<file path="src/rtl/accum_irq.sv">
// Multi-channel streaming accumulator: per-channel sums emitted on i_last,
// with sticky threshold/overflow interrupt bits cleared by write-one-to-clear.
module accum_irq #(
  parameter int unsigned DATA_W = 32,
  parameter int unsigned ACC_W  = 40,
  parameter int unsigned NUM_CH = 4,
  parameter int unsigned CNT_W  = 16,
  localparam int unsigned CH_W  = $clog2(NUM_CH)
) (
  input  logic              i_clk,
  input  logic              i_rst,
  input  logic [DATA_W-1:0] i_data,
  input  logic              i_data_valid,
  input  logic [CH_W-1:0]   i_ch,
  input  logic              i_last,
  input  logic              i_sat_en,
  input  logic [ACC_W-1:0]  i_thresh,
  input  logic              i_clear,
  input  logic [NUM_CH-1:0] i_intr_ack,
  output logic [ACC_W-1:0]  o_data,
  output logic [CH_W-1:0]   o_ch,
  output logic [CNT_W-1:0]  o_count,
  output logic              o_ovf,
  output logic              o_data_valid,
  output logic [NUM_CH-1:0] o_intr_mask,
  output logic              o_intr
);

  logic [ACC_W-1:0]  acc [NUM_CH];
  logic [CNT_W-1:0]  cnt [NUM_CH];
  logic [NUM_CH-1:0] ovf;

  logic [ACC_W:0]    sum;
  logic              smp_ovf;
  logic              burst_ovf;
  logic [ACC_W-1:0]  result;
  logic [CNT_W-1:0]  newcnt;
  logic              accept;
  logic              emit;
  logic [NUM_CH-1:0] set_vec;

  always_comb begin
    sum       = {1'b0, acc[i_ch]} + (ACC_W+1)'(i_data);
    smp_ovf   = sum[ACC_W];
    burst_ovf = ovf[i_ch] | smp_ovf;
    result    = sum[ACC_W-1:0];
    if (smp_ovf && i_sat_en) result = '1;
    newcnt    = (cnt[i_ch] == '1) ? cnt[i_ch] : cnt[i_ch] + 1'b1;
    // i_clear drops any sample in the same cycle
    accept    = i_data_valid && !i_clear;
    emit      = accept && i_last;
    set_vec   = '0;
    if (emit && (burst_ovf || result >= i_thresh)) set_vec[i_ch] = 1'b1;
  end

  always_ff @(posedge i_clk) begin
    if (!i_rst) begin
      acc          <= '{default: '0};
      cnt          <= '{default: '0};
      ovf          <= '0;
      o_data       <= '0;
      o_ch         <= '0;
      o_count      <= '0;
      o_ovf        <= '0;
      o_data_valid <= 1'b0;
      o_intr_mask  <= '0;
      o_intr       <= 1'b0;
    end else begin
      if (i_clear) begin
        acc <= '{default: '0};
        cnt <= '{default: '0};
        ovf <= '0;
      end else if (accept) begin
        if (i_last) begin
          acc[i_ch] <= '0;
          cnt[i_ch] <= '0;
          ovf[i_ch] <= 1'b0;
        end else begin
          acc[i_ch] <= result;
          cnt[i_ch] <= newcnt;
          ovf[i_ch] <= burst_ovf;
        end
      end
      o_data_valid <= emit;
      if (emit) begin
        o_data  <= result;
        o_ch    <= i_ch;
        o_count <= newcnt;
        o_ovf   <= burst_ovf;
      end
      // set wins over a simultaneous acknowledge
      o_intr_mask <= (o_intr_mask & ~i_intr_ack) | set_vec;
      o_intr      <= |o_intr_mask;
    end
  end

endmodule

</file>
<file path="config.mk">
export PLATFORM = sky130hd
export DESIGN_NAME = accum_irq
export DESIGN_NICKNAME = d
export VERILOG_FILES = /design/src/rtl/accum_irq.sv
export SDC_FILE = /design/constraint.sdc
export NUM_CORES = 1
export LEC_CHECK = 0
export CORE_UTILIZATION = 58
export CTS_BUF_LIST = sky130_fd_sc_hd__clkbuf_16
export CTS_CLUSTER_DIAMETER = 60
export CTS_CLUSTER_SIZE = 8
export DETAILED_ROUTE_END_ITERATION = 8
export PLACE_DENSITY_LB_ADDON = 0.25
export SLEW_MARGIN = 30
export SYNTH_ARGS = -nofsm -noshare
export SYNTH_HDL_FRONTEND = slang
export SYNTH_SLANG_ARGS = --single-unit
</file>
<file path="constraint.sdc">
create_clock -name i_clk -period 9.7 [get_ports i_clk]
set_input_delay 1.94 -clock i_clk [delete_from_list [all_inputs] [get_ports i_clk]]
set_output_delay 1.94 -clock i_clk [all_outputs]
set_load 0.03 [all_outputs]
</file>
; ---- After elaboration in Yosys (flattened, before gate mapping)
; Index checks and enable logic that the tools add are counted.
[word_totals]
ff_bits = 293
latchBits = 0
ramBits = 0
romBits = 0
inputBits = 84
output_inout_bits = 65
elab_cells = 69
mem_count = 0
[classes]
n_addsub = 2
n_mul = 0
n_div = 0
magnitude_cmp = 5
eq_ne = 1
shifts = 0
mux = 23
bitwise_logic = 12
n_reduce_logical = 10
[op_table]
columns = op, count
row1 = $and A160 B160 Y160, 1
row2 = $bwmux W160, 1
row3 = $mux W160, 1
row4 = $mux W40, 4
row5 = $not A160 Y160, 1
row6 = $bmux W40 S2, 1
row7 = $demux W40 S2, 1
row8 = $and A64 B64 Y64, 1
row9 = $bwmux W64, 1
row10 = $mux W16, 4
row11 = $mux W64, 1
row12 = $not A64 Y64, 1
row13 = $add A40 B32 Y41, 1
row14 = $ge A40 B40 Y1, 1
row15 = $bmux W16 S2, 1
row16 = $demux W16 S2, 1
row17 = $add A16 B1 Y16 const B, 1
row18 = $eq A16 B16 Y1 const B, 1
row19 = $and A4 B4 Y4, 2
row20 = $mux W4, 2
row21 = $not A4 Y4, 2
row22 = $logic_and A1 B1 Y1, 6
row23 = $bwmux W4, 1
row24 = $or A4 B4 Y4, 1
row25 = other kinds (14), 15

; ---- Longest topological paths before layout
; Gate-level depths: netlist of the first run.
[logic_depth]
word_depth = 12
ltp_mapped = 25
mapped_depth_nobuf = 20

; ---- Worst setup path before layout of the first run
; OpenSTA, ideal clock, no wires.
[synth_timing]
kind = in2reg
from = input port i_ch[0]
to = register o_intr_mask[0]
setup_time_ns = 0.121
t_arrival_ns = 7.425
t_required_ns = 9.579
path_slack_ns = 2.154
cell_stages = 24
n_path_buf = 5
cell_sequence = buf_6 buf_2 buf_1 buf_1 mux4_2 ha_1 buf_2 and4_1 nand2_1 or3_4 a2111o_1 a21oi_1 o21ai_0 a21oi_1 inv_1 ha_1 a21o_1 a21o_1 a21oi_1 nor2_1 a2111oi_0 o211ai_1 a21oi_2 o21ai_1
[synth_via]
elab_chain_len = 12
word_cells_on_any_way = 20
cone_classes = add/sub: 1 / order compare: 3 / mux: 9 / bitwise: 3 / reduce/logical: 4
[synth_rtl]
columns = element, line_no
row1 = from (decl), 14  ; input logic [CH_W-1:0] i_ch,
row2 = $not A2 Y3 (not written as such) *, 43  ; sum = {1'b0, acc[i_ch]} + (ACC_W+1)'(i_data);
row3 = $bmux W40 S2 *, 43
row4 = $mux W40 (not written as such) * (2 in a row), 43
row5 = $add A40 B32 Y41 *, 43
row6 = $logic_and A1 B1 Y1, 47  ; if (smp_ovf && i_sat_en) result = '1;
row7 = $mux W40 *, 47
row8 = net result[33], 36  ; logic [ACC_W-1:0] result;
row9 = $ge A40 B40 Y1 *, 53  ; if (emit && (burst_ovf || result >= i_thresh)) set_vec[i_ch] = 1'b1;
row10 = $logic_or A1 B1 Y1 *, 53
row11 = $logic_and A1 B1 Y1 *, 53
row12 = $mux W4 *, 53
row13 = $or A4 B4 Y4 *, 92  ; o_intr_mask <= (o_intr_mask & ~i_intr_ack) | set_vec;
row14 = to (signal assigned), 92
row15 = to (decl), 25  ; output logic [NUM_CH-1:0] o_intr_mask,
; The timed path passes the listed nets; every way through them passes the cells marked *. The select of a mux whose other input is x is not followed.
; A chain may end at the register's enable or synchronous reset.

; ---- Worst setup path after layout of the first run
[layout_timing]
from = input port i_ch[0]
to = register o_intr_mask[1]
; Same word-level chain as after synthesis.

==> out/qor.txt, run 1 <==
Outcome: complete, no violations
Global-route wire length before repair: 73.0 mm
Vias in the first global route: 13273
Starting Density: 59.8%
Vias per cell: 6.31
First-iteration detailed-routing DRC count: 1461
PD cells: 160 mW/mm2
Mapped cell area: 0.0147 mm2
Hold-fix buffers, CTS: 0
Overflow after GRT: 0
Syn_area_per_cell: 8.67 um2
RSZ-0062 raised after global routing: false
Final Slew Violations: 0
Chip Width: 161 um
Row cnt: 57
Largest net degree at the start of global routing: 94
Peak supply drop: 0.000158 V
Total Wirelength: 47.0 mm
Arrival time worst endpoint: 8000 ps
DIE HEIGHT: 161 um
DR WL/cell: 21.9 um
ANT nets after route: 0
Clock Latency Late Sink: 530 ps
GP Congestion: 0.974
Io pins: 149
# resized after CTS: 0
Total negative slack: 0 ps
Layout fillers: 1890
CTS tree: done
Req. time, crit path: 10140 ps
Detailed-router iteration count before antenna repair: 7
Clock root cell: clkbuf_16
H-tree depth: 2
Async SR Flop Fraction: 0%
Final #Nets: 1973
Area of the multi-input gates: 0.00819 mm2
Clk sinks: 293
Setup WS pre-CTS: 1670 ps
Synthesized flop and latch total: 293
HPWL Detailed: 32.1 mm
Max Clock Skew: 20.4 ps
FF+latch area: 0.00587 mm2
Setup crit end kind: flip-flop
Yosys warning count: 0
Die Footprint: 0.0260 mm2
Residual DRC: 0
Syn_nets: 1855
# port buffers: 148
Slew of the pin with the lowest slew margin: 912 ps
Sequential area share after synthesis: 39.9%
Final-report setup violation count: 0
Clock slew at reported path FFs: 50 ps
Maximum fanout along the worst path: 23
Most used DFF post-synth: dfxtp_1
Unique cell type count in the Yosys netlist: 74
Highest Clock Rate: 132 MHz
CTS max path bufs: 3
CORE AREA: 0.0246 mm2
Area Growth Syn to Fin: 20.2%
Vias post-DR: 13526
Ant. Diodes: 0
Gr usage total: 36.0%
Final Critical Period: 7550 ps
Lkg Pwr: 6.80 nW
Post-synth EDFFs: 0
Final WS setup: 2150 ps
Initial antenna violation count: 0
CP Class: input pin to flip-flop
Number of cells produced by synthesis: 1697
Finished Cell Area: 0.0177 mm2
Worst hold path class: flip-flop to flip-flop
Worst relative slew slack: 38.9%
CP startpoint kind: input pin
Cts bufs inserted: 44
Setup Fix Bufs, Post-CTS: 0
Util after Layout: 71.8%
Share of cells above drive strength 1: 10.0%
Placed cell areas: 0.0165 mm2
Hold Vio Cnt, Final: 0
Max-cap viol count: 0
Final worst path period share: 77.9%
==> worst paths after layout <==
check / from / to / slack (ps) / cells past startpoint
min: cnt[56] / cnt[56] / 450 / 2
min reg2reg: cnt[56] / cnt[56] / 450 / 2
max reg2reg: acc[0] / o_intr_mask[1] / 3740 / 16
max: i_ch[0] / o_intr_mask[1] / 2150 / 17
==> cell type report <==
| type | instances | share of cell area, % |
|---|---|---|
| Clock inverter | 6 | 0.425 |
| Tap cell | 324 | 2.29 |
| Multi-Input combinational cell | 1232 | 46.3 |
| Inverter | 66 | 1.40 |
| Sequential cell | 293 | 33.2 |
| Clock buffer | 44 | 6.23 |
| Timing Repair Buffer | 178 | 10.1 |
==> synth_stat cells (all sizes together) (4+ instances only) <==
| master | n | area [um2] |
|---|---|---|
| nand2 | 338 | 1270 |
| dfxtp | 293 | 5870 |
| a21oi | 192 | 1010 |
| o21ai | 157 | 786 |
| nor2 | 93 | 352 |
| clkbuf | 77 | 289 |
| ha | 73 | 913 |
| inv | 65 | 244 |
| mux4 | 57 | 1300 |
| a22o | 48 | 420 |
| a21o | 31 | 233 |
| buf | 29 | 161 |
| nor3 | 20 | 123 |
| xnor2 | 18 | 158 |
| a211oi | 17 | 138 |
| nand4 | 17 | 113 |
| nand3 | 14 | 75.1 |
| xor2 | 14 | 145 |
| a22oi | 13 | 97.6 |
| and3 | 13 | 86.3 |
| a31oi | 8 | 50.1 |
| nor4 | 8 | 50.1 |
| o211ai | 8 | 60.1 |
| or3 | 8 | 55.1 |
| nand2b | 7 | 43.8 |
| nor2b | 7 | 43.8 |
| o31ai | 7 | 52.6 |
| o21a | 6 | 45.0 |
| and2 | 5 | 31.3 |
| and4 | 5 | 46.3 |
| nand3b | 4 | 30.0 |
==> power by group <==
part	internal, mW	total (mW)	switching, mW
Combinational	0.109	0.280	0.171
Clock	0.802	1.32	0.521
Sequential	1.22	1.23	0.00751
==> critical path: stages <==
cell	delay, ps
buf_4	390
mux4_2	570
ha_1	230
fa_1	430
a211oi_1	330
o211ai_1	200
a22oi_1	570
o21a_1	280
a21o_1	690
nand4_1	500
ha_1	460
nand2_1	50
a2111oi_0	400
a41oi_1	170
a21oi_1	340
a21oi_2	190
o31ai_1	230
==> registers in the layout, indices dropped and copies added, names as in the netlist <==
| register | flops |
|---|---|
| o_ovf | 1 |
| o_intr | 1 |
| cnt | 64 |
| o_data | 40 |
| o_intr_mask | 4 |
| ovf | 4 |
| o_ch | 2 |
| o_data_valid | 1 |
| o_count | 16 |
| acc | 160 |
==> logic make-up (layout without fill, tap and decap cells) <==
family | Yosys count | in the layout | share of synthesized area, %
flops | 293 | 293 | 39.9
mux | 61 | 61 | 9.12
buf+inv | 172 | 294 | 4.75
fa+ha+maj | 74 | 74 | 6.35
compound gates | 517 | 517 | 21.6
xor+xnor | 32 | 32 | 2.06
simple gates | 548 | 548 | 16.2
==> cells in the final DEF, fill, tap and decap left out, types with 8 or more instances in the layout <==
cell,instances
a21o_1,31
nor4_1,8
nand2_1,337
clkbuf_16,44
a21oi_2,12
inv_1,65
a22o_1,48
o211ai_1,8
nand3_1,12
ha_1,73
nor2_1,88
dfxtp_1,293
xor2_1,11
o21ai_0,135
nand4_1,16
mux4_2,53
buf_4,26
xnor2_1,18
nor3_1,17
a31oi_1,8
a21oi_1,180
a22oi_1,13
and3_1,12
clkdlybuf4s50_1,146
o21ai_1,22
a211oi_1,15
==> metrics by stage <==
| step | std cells | hold slack, ps | power (mW) |
|---|---|---|---|
| after global routing | 2143 | 463 | 2.90 |
| after global placement | 2088 | 428 | 1.51 |
| after CTS | 2142 | 445 | 2.83 |
| after detailed placement | 2092 | 437 | 1.52 |
| final | 2143 | 445 | 2.83 |
| after floorplan | 1697 | 417 | 1.40 |
==> layer usage <==
| layer | global-route usage (%) | part of all wire [%] | wire length, um |
|---|---|---|---|
| met5 | 0 | 0 | 0 |
| met4 | 13.2 | 3.1 | 1460 |
| met2 | 57.7 | 46 | 21500 |
| met3 | 6.29 | 9.3 | 4350 |
| met1 | 48.8 | 42 | 19700 |
No activity file was read; power rests on OpenSTA's default activity.
==> inputs of run 2 (changes only) <==
==> constraint.sdc (replaced) <==
create_clock -name i_clk -period 7.6 [get_ports i_clk]
set_input_delay 1.52 -clock i_clk [delete_from_list [all_inputs] [get_ports i_clk]]
set_output_delay 1.52 -clock i_clk [all_outputs]
set_load 0.03 [all_outputs]
==> run 2 against run 1 <==
Flip-flop and latch count did not move. Wire length shrank 0.11%. Worst setup slack got worse by 1300 ps. Cell count up 0.89%. Die area unchanged.
==> out/qor.txt, run 2 (synthesis results as in run 1) <==
Vias in the first global route: 13333 (+0.45%)
Setup crit end kind: flip-flop
Hold Vio Cnt, Final: 0 (unchanged)
Clk sinks: 293 (unchanged)
# resized after CTS: 0 (unchanged)
Final Slew Violations: 0 (unchanged)
Vias per cell: 6.34 (+0.47%)
WHS Path Cells: 2 (unchanged)
Io pins: 149 (unchanged)
Residual DRC: 0 (unchanged)
Max Clock Skew: 22.3 ps (+1.85 ps)
Share of cells above drive strength 1: 10.8% (+0.77 points)
Worst Hold Slack: 445 ps (-0.0710 ps)
CP startpoint kind: input pin
# port buffers: 148 (unchanged)
CTS tree: done
Arrival time worst endpoint: 7150 ps (-850 ps)
Commonest non-fill, non-tap cell in the layout: nand2_1
Final std cells w/o fill: 2162 (+0.89%)
Chip Width: 161 um (unchanged)
Initial antenna violation count: 0 (unchanged)
Max-cap viol count: 0 (unchanged)
PD cells: 206 mW/mm2 (+29%)
Die Footprint: 0.0260 mm2 (unchanged)
Top Registers: acc: 160 flops, cnt: 64 flops, o_data: 40 flops
Area Growth Syn to Fin: 21.2%
Largest net degree at the start of global routing: 65 (-31%)
DIE HEIGHT: 161 um (unchanged)
Final #Nets: 1989 (+0.81%)
Clock Latency Late Sink: 550 ps (+20 ps)
Detailed-router iteration count before antenna repair: 6 (-1)
Total Wirelength: 46.9 mm (-0.11%)
GP Congestion: 0.983 (+0.94%)
Max stage delay on crit path: 540 ps (-150 ps)
First-iteration detailed-routing DRC count: 1256 (-14%)
Critical path cell sequence: buf_4, buf_4, mux4_2, ha_1, nand2_1, nor4_1, a211oi_1, o21ai_1, a21o_1, nand3_2, o21ai_1, ha_1, a21o_1, a21o_1, a21oi_1, nand2_1, a41oi_1, a21oi_1, a21oi_2, o21ai_1
RSZ-0062 raised after global routing: false
Starting Density: 59.8% (unchanged)
Dpl cells: 2109 (+0.81%)
Final worst path period share: 88.7%
Most frequent cells in the layout: nand2_1 (337), dfxtp_1 (293), a21oi_1 (180), clkdlybuf4s50_1 (146), o21ai_0 (135)
Largest register by flop count: acc
HPWL Detailed: 32.2 mm (+0.33%)
Hold-fix buffers, CTS: 0 (unchanged)
Row cnt: 57 (unchanged)
Clock slew at reported path FFs: 50 ps (about the same)
Req. time, crit path: 8010 ps (-2130 ps)
Peak supply drop: 0.000175 V (+11%)
Final-report setup violation count: 0 (unchanged)
Global-route wire length before repair: 72.4 mm (-0.85%)
Total negative slack: 0 ps (unchanged)
Setup Fix Bufs, Post-CTS: 0 (unchanged)
Gr usage total: 35.9% (-0.090 points)
Lkg Pwr: 6.90 nW (+1.5%)
CORE AREA: 0.0246 mm2 (unchanged)
CP Class: input pin to flip-flop
Worst relative slew slack: 34.8% (-4.1 points)
Max reg flops: 160 (unchanged)
Outcome: complete, no violations
Cts bufs inserted: 44 (unchanged)
Worst-case reg-to-reg path depth: 19 (+3)
ANT nets after route: 0 (unchanged)
Clock root cell: clkbuf_16
Vias post-DR: 13710 (+1.4%)
Slew of the pin with the lowest slew margin: 978 ps (+66.4 ps)
CTS max path bufs: 3 (unchanged)
Slowest CP cell: mux4_2
Worst hold path class: flip-flop to flip-flop
Final Critical Period: 6740 ps
Highest Clock Rate: 148 MHz
H-tree depth: 2 (unchanged)
R2r setup slk: 2220 ps (-1520 ps)
DR WL/cell: 21.7 um (-0.99%)
Maximum fanout along the worst path: 27 (+17%)
Ant. Diodes: 0 (unchanged)
Overflow after GRT: 0 (unchanged)
## run 2: changes by cell type in the layout (fill, tap and decap cells not counted), sizes merged
| cell | previous run | this run |
|---|---|---|
| buf | 32 | 48 |
| inv | 65 | 68 |
| bufinv | 0 | 1 |
| clkinv | 6 | 5 |
## run 2: layer usage
layer / vias up / global-route usage (%) / wire length (um)
met2: 740 / 57.9 / 21600
met4: 0 / 13.8 / 1580
li1: 6291 / - / -
met1: 6561 / 48.7 / 19500
met5: - / 0 / 0
met3: 118 / 5.32 / 4290
## run 2: area by class of cell
class | instances | area [um2]
fillers | 1814 | 6770
inverters | 66 | 248
repair buffers | 194 | 1900
multi-input cells | 1232 | 8190
clock buffers | 44 | 1100
flip-flops and latches | 293 | 5870
well taps | 324 | 405
clock inverters | 9 | 124
## run 2: path summary, 6_finish.rpt
| check | from | end |
|---|---|---|
| hold reg to reg | cnt[56] | cnt[56] |
| setup / recovery | i_ch[0] | o_intr_mask[0] |
| hold / removal | cnt[56] | cnt[56] |
| setup reg to reg | acc[9] | o_intr_mask[0] |
## run 2: through the flow
| step | setup slack (ps) | area [um2] | utilization [%] | power [mW] |
|---|---|---|---|---|
| 2_1_floorplan | 474 | 14700 | - | 1.79 |
| 6_report | 859 | 17800 | 72.5 | 3.67 |
| 4_1_cts | 972 | 17800 | 72.5 | 3.67 |
| 3_3_place_gp | 471 | 16500 | 67.0 | 1.94 |
| 5_1_grt | 493 | 17800 | 72.5 | 3.77 |
| 3_5_place_dp | 418 | 16600 | 67.5 | 1.95 |
## run 2: critical path, delay by kind of cell
kind / cells / cell delay (ps)
AND/OR/NAND/NOR: 4 / 970
buffers and inverters: 2 / 760
multiplexers: 1 / 540
adder cells (fa/ha/maj): 2 / 840
AO/OA/AOI/OAI: 11 / 2480
## run 2: power breakdown
part	internal [mW]	switching [mW]	total, mW	leakage [nW]
Clock	1.06	0.682	1.75	0.601
Combinational	0.141	0.221	0.362	3.93
Sequential	1.56	0.00940	1.57	2.37
==> inputs of run 3 (changes only) <==
--- a/config.mk
+++ b/config.mk
@@ -5,7 +5,8 @@
 export SDC_FILE = /design/constraint.sdc
 export NUM_CORES = 1
 export LEC_CHECK = 0
-export CORE_UTILIZATION = 58
+export ABC_AREA = 1
+export CORE_UTILIZATION = 59
 export CTS_BUF_LIST = sky130_fd_sc_hd__clkbuf_16
 export CTS_CLUSTER_DIAMETER = 60
 export CTS_CLUSTER_SIZE = 8
==> run 3 against run 2 <==
Utilization decreased by 2.1 points. Non-clock buffer count fell by 18. Via count up 17%. Clock power fell by 4%. Clock skew down 4.5 ps. Worst hold slack improved by 27 ps. Highest routed layer unchanged.
==> out/qor.txt, run 3 <==
GP Congestion: 1.05 (+6.7%)
Row cnt: 61 (+7.0%)
Clk sinks: 293 (unchanged)
Max reg flops: 160 (unchanged)
Sequential area share after synthesis: 34.9% (-5.0 points)
Maximum fanout along the worst path: 40 (+48%)
CP startpoint kind: input pin
Peak supply drop: 0.000153 V (-13%)
Share of cells above drive strength 1: 12.9% (+2.2 points)
Vias per cell: 5.79 (-8.7%)
Lkg Pwr: 9.03 nW (+31%)
Most frequent cells in the layout: nand2_1 (496), dfxtp_1 (293), o21ai_0 (292), inv_1 (241), a21oi_1 (183)
Final-report setup violation count: 0 (unchanged)
Max stage delay on crit path: 860 ps (+320 ps)
Slew of the pin with the lowest slew margin: 913 ps (-65.3 ps)
Synth top area share: 34.9% (-5.0 points)
Chip Width: 171 um (+5.9%)
Switch share: 26.7% (+1.9 points)
H-tree depth: 2 (unchanged)
CTS max path bufs: 3 (unchanged)
Synthesized flop and latch total: 293 (unchanged)
Yosys warning count: 0 (unchanged)
Internal power: 2.74 mW (-0.57%)
Total Wirelength: 49.5 mm (+5.5%)
Hold Vio Cnt, Final: 0 (unchanged)
Overflow after GRT: 0 (unchanged)
Clock root cell: clkbuf_16
Final worst path period share: 94.3% (+5.6 points)
Die Footprint: 0.0292 mm2 (+12%)
Commonest non-fill, non-tap cell in the layout: nand2_1
Count leader, synth: nand2_1
Number of cells produced by synthesis: 2293 (+35%)
Post-synth top area cell: dfxtp_1
Clock share of power: 44.9% (-2.6 points)
Unique cell type count in the Yosys netlist: 46 (-38%)
Gr usage total: 34.2% (-1.7 points)
Post-synth EDFFs: 0 (unchanged)
RSZ-0062 raised after global routing: false
Req. time, crit path: 8060 ps (+50 ps)
# port buffers: 148 (unchanged)
Hold-fix buffers, CTS: 0 (unchanged)
PD cells: 190 mW/mm2 (-7.6%)
Worst relative slew slack: 39.1% (+4.4 points)
CORE AREA: 0.0279 mm2 (+14%)
Top Registers: acc: 160 flops, cnt: 64 flops, o_data: 40 flops
Cell repeated most along the worst path: nand2_1
Ant. Diodes: 0 (unchanged)
Setup crit end kind: flip-flop
Global-route wire length before repair: 79.0 mm (+9.3%)
ANT nets after route: 0 (unchanged)
CTS tree: done
Syn_area_per_cell: 7.33 um2 (-15%)
# resized after CTS: 0 (unchanged)
HPWL Detailed: 32.9 mm (+2.1%)
Slowest CP cell: clkdlybuf4s50_1
Psw: 999 uW (+9.6%)
Vias post-DR: 16049 (+17%)
Starting Density: 60.2% (+0.39 points)
Gate power share: 12.7% (+2.8 points)
Io pins: 149 (unchanged)
Cts bufs inserted: 43 (-2.3%)
Commonest cells in the netlist: nand2_1 (496), dfxtp_1 (293), o21ai_0 (292), inv_1 (241), a21oi_1 (183)
DR WL/cell: 17.9 um (-18%)
Mapped cell area: 0.0168 mm2 (+14%)
Largest register by flop count: acc
Outcome: complete, no violations
Util after Layout: 70.4% (-2.1 points)
Most used DFF post-synth: dfxtp_1
DIE HEIGHT: 171 um (+5.9%)
Async SR Flop Fraction: 0% (unchanged)
Setup Fix Bufs, Post-CTS: 0 (unchanged)
First-iteration detailed-routing DRC count: 1549 (+23%)
Arrival time worst endpoint: 7630 ps (+480 ps)
Max-cap viol count: 0 (unchanged)
Seq pwr share: 42.4% (-0.2 points)
Area Growth Syn to Fin: 17.0%
CP Class: input pin to flip-flop
Vias in the first global route: 15368 (+15%)
Worst hold path class: flip-flop to flip-flop
Final Slew Violations: 0 (unchanged)
Detailed-router iteration count before antenna repair: 6 (unchanged)
Clock slew at reported path FFs: 50 ps (about the same)
Clock Latency Late Sink: 550 ps (about the same)
Largest net degree at the start of global routing: 229 (+250%)
Synth area leaders: dfxtp_1 (35%), nand2_1 (11%), o21ai_0 (8.7%)
Total negative slack: 0 ps (unchanged)
Highest Clock Rate: 139 MHz (-6.0%)
Syn_nets: 2451 (+32%)
Residual DRC: 0 (unchanged)
Initial antenna violation count: 0 (unchanged)
Max Clock Skew: 17.8 ps (-4.52 ps)
Final #Nets: 2547 (+28%)
Final Critical Period: 7170 ps (+427 ps)
[run 3: cell count changes after synthesis, sizes merged, moves of 17 or more]
cell / delta
a211oi: -17
a21o: -31
a21oi: +91
a22o: -46
a22oi: +38
inv: +185
mux4: -57
nand2: +224
nand3: +94
nor2: +21
o21ai: +137
o21bai: +56
[run 3: power groups by stage]
stage	clock network (mW)	logic, mW	registers (mW)
6_report	1.68	0.474	1.59
5_1_grt	1.76	0.516	1.59
4_1_cts	1.70	0.469	1.59
3_5_place_dp	0	0.464	1.62
3_3_place_gp	0	0.455	1.62
2_1_floorplan	0	0.267	1.65
[run 3: path summary, 6_finish.rpt]
path | endpoint | depth (start not counted) | from | slack (ps)
max | o_intr_mask[1] | 29 | i_ch[1] | 430
min | o_intr | 2 | o_intr_mask[2] | 470
max reg2reg | o_intr_mask[1] | 28 | acc[120] | 2540
min reg2reg | o_intr | 2 | o_intr_mask[2] | 470
[run 3: metal layers]
layer / vias to the layer above / wire [um] / global-route usage, %
li1: 7784 / - / -
met1: 7462 / 21600 / 45.0
met2: 698 / 22600 / 56.4
met3: 105 / 3990 / 5.94
met4: 0 / 1300 / 11.5
met5: - / 0 / 0
[run 3: logic make-up after synthesis]
group           Yosys count  share of synthesized area [%]
fa+ha+maj                74                           5.55
xor+xnor                 21                           1.09
compound gates          700                           25.0
simple gates            829                           24.4
buf+inv                 376                           9.12
flops                   293                           34.9
[run 3: critical path, delay by kind of cell]
kind | cells | cell delay, ps
compound gates | 4 | 650
fa+ha+maj | 2 | 600
buf+inv | 5 | 1840
simple gates | 18 | 2990
[run 3: final cells by class]
type | instances | area (um2)
Clock buffer | 43 | 1080
Clock inverter | 7 | 68.8
Fill cell | 2320 | 8270
Inverter | 251 | 948
Multi-Input combinational cell | 1624 | 9460
Sequential cell | 293 | 5870
Tap cell | 378 | 473
Timing Repair Buffer | 176 | 1780
[run 3: per-stage QoR]
| stage | total power [mW] | hold slack, ps | std cells | area (um2) | worst slack [ps] |
|---|---|---|---|---|---|
| final | 3.74 | 472 | 2772 | 19700 | 431 |
| after global routing | 3.87 | 512 | 2772 | 19700 | 56.0 |
| after CTS | 3.75 | 485 | 2772 | 19700 | 530 |
| after detailed placement | 2.08 | 479 | 2722 | 18500 | 20.2 |
| after global placement | 2.07 | 461 | 2720 | 18500 | 135 |
| after floorplan | 1.91 | 503 | 2293 | 16800 | 2390 |
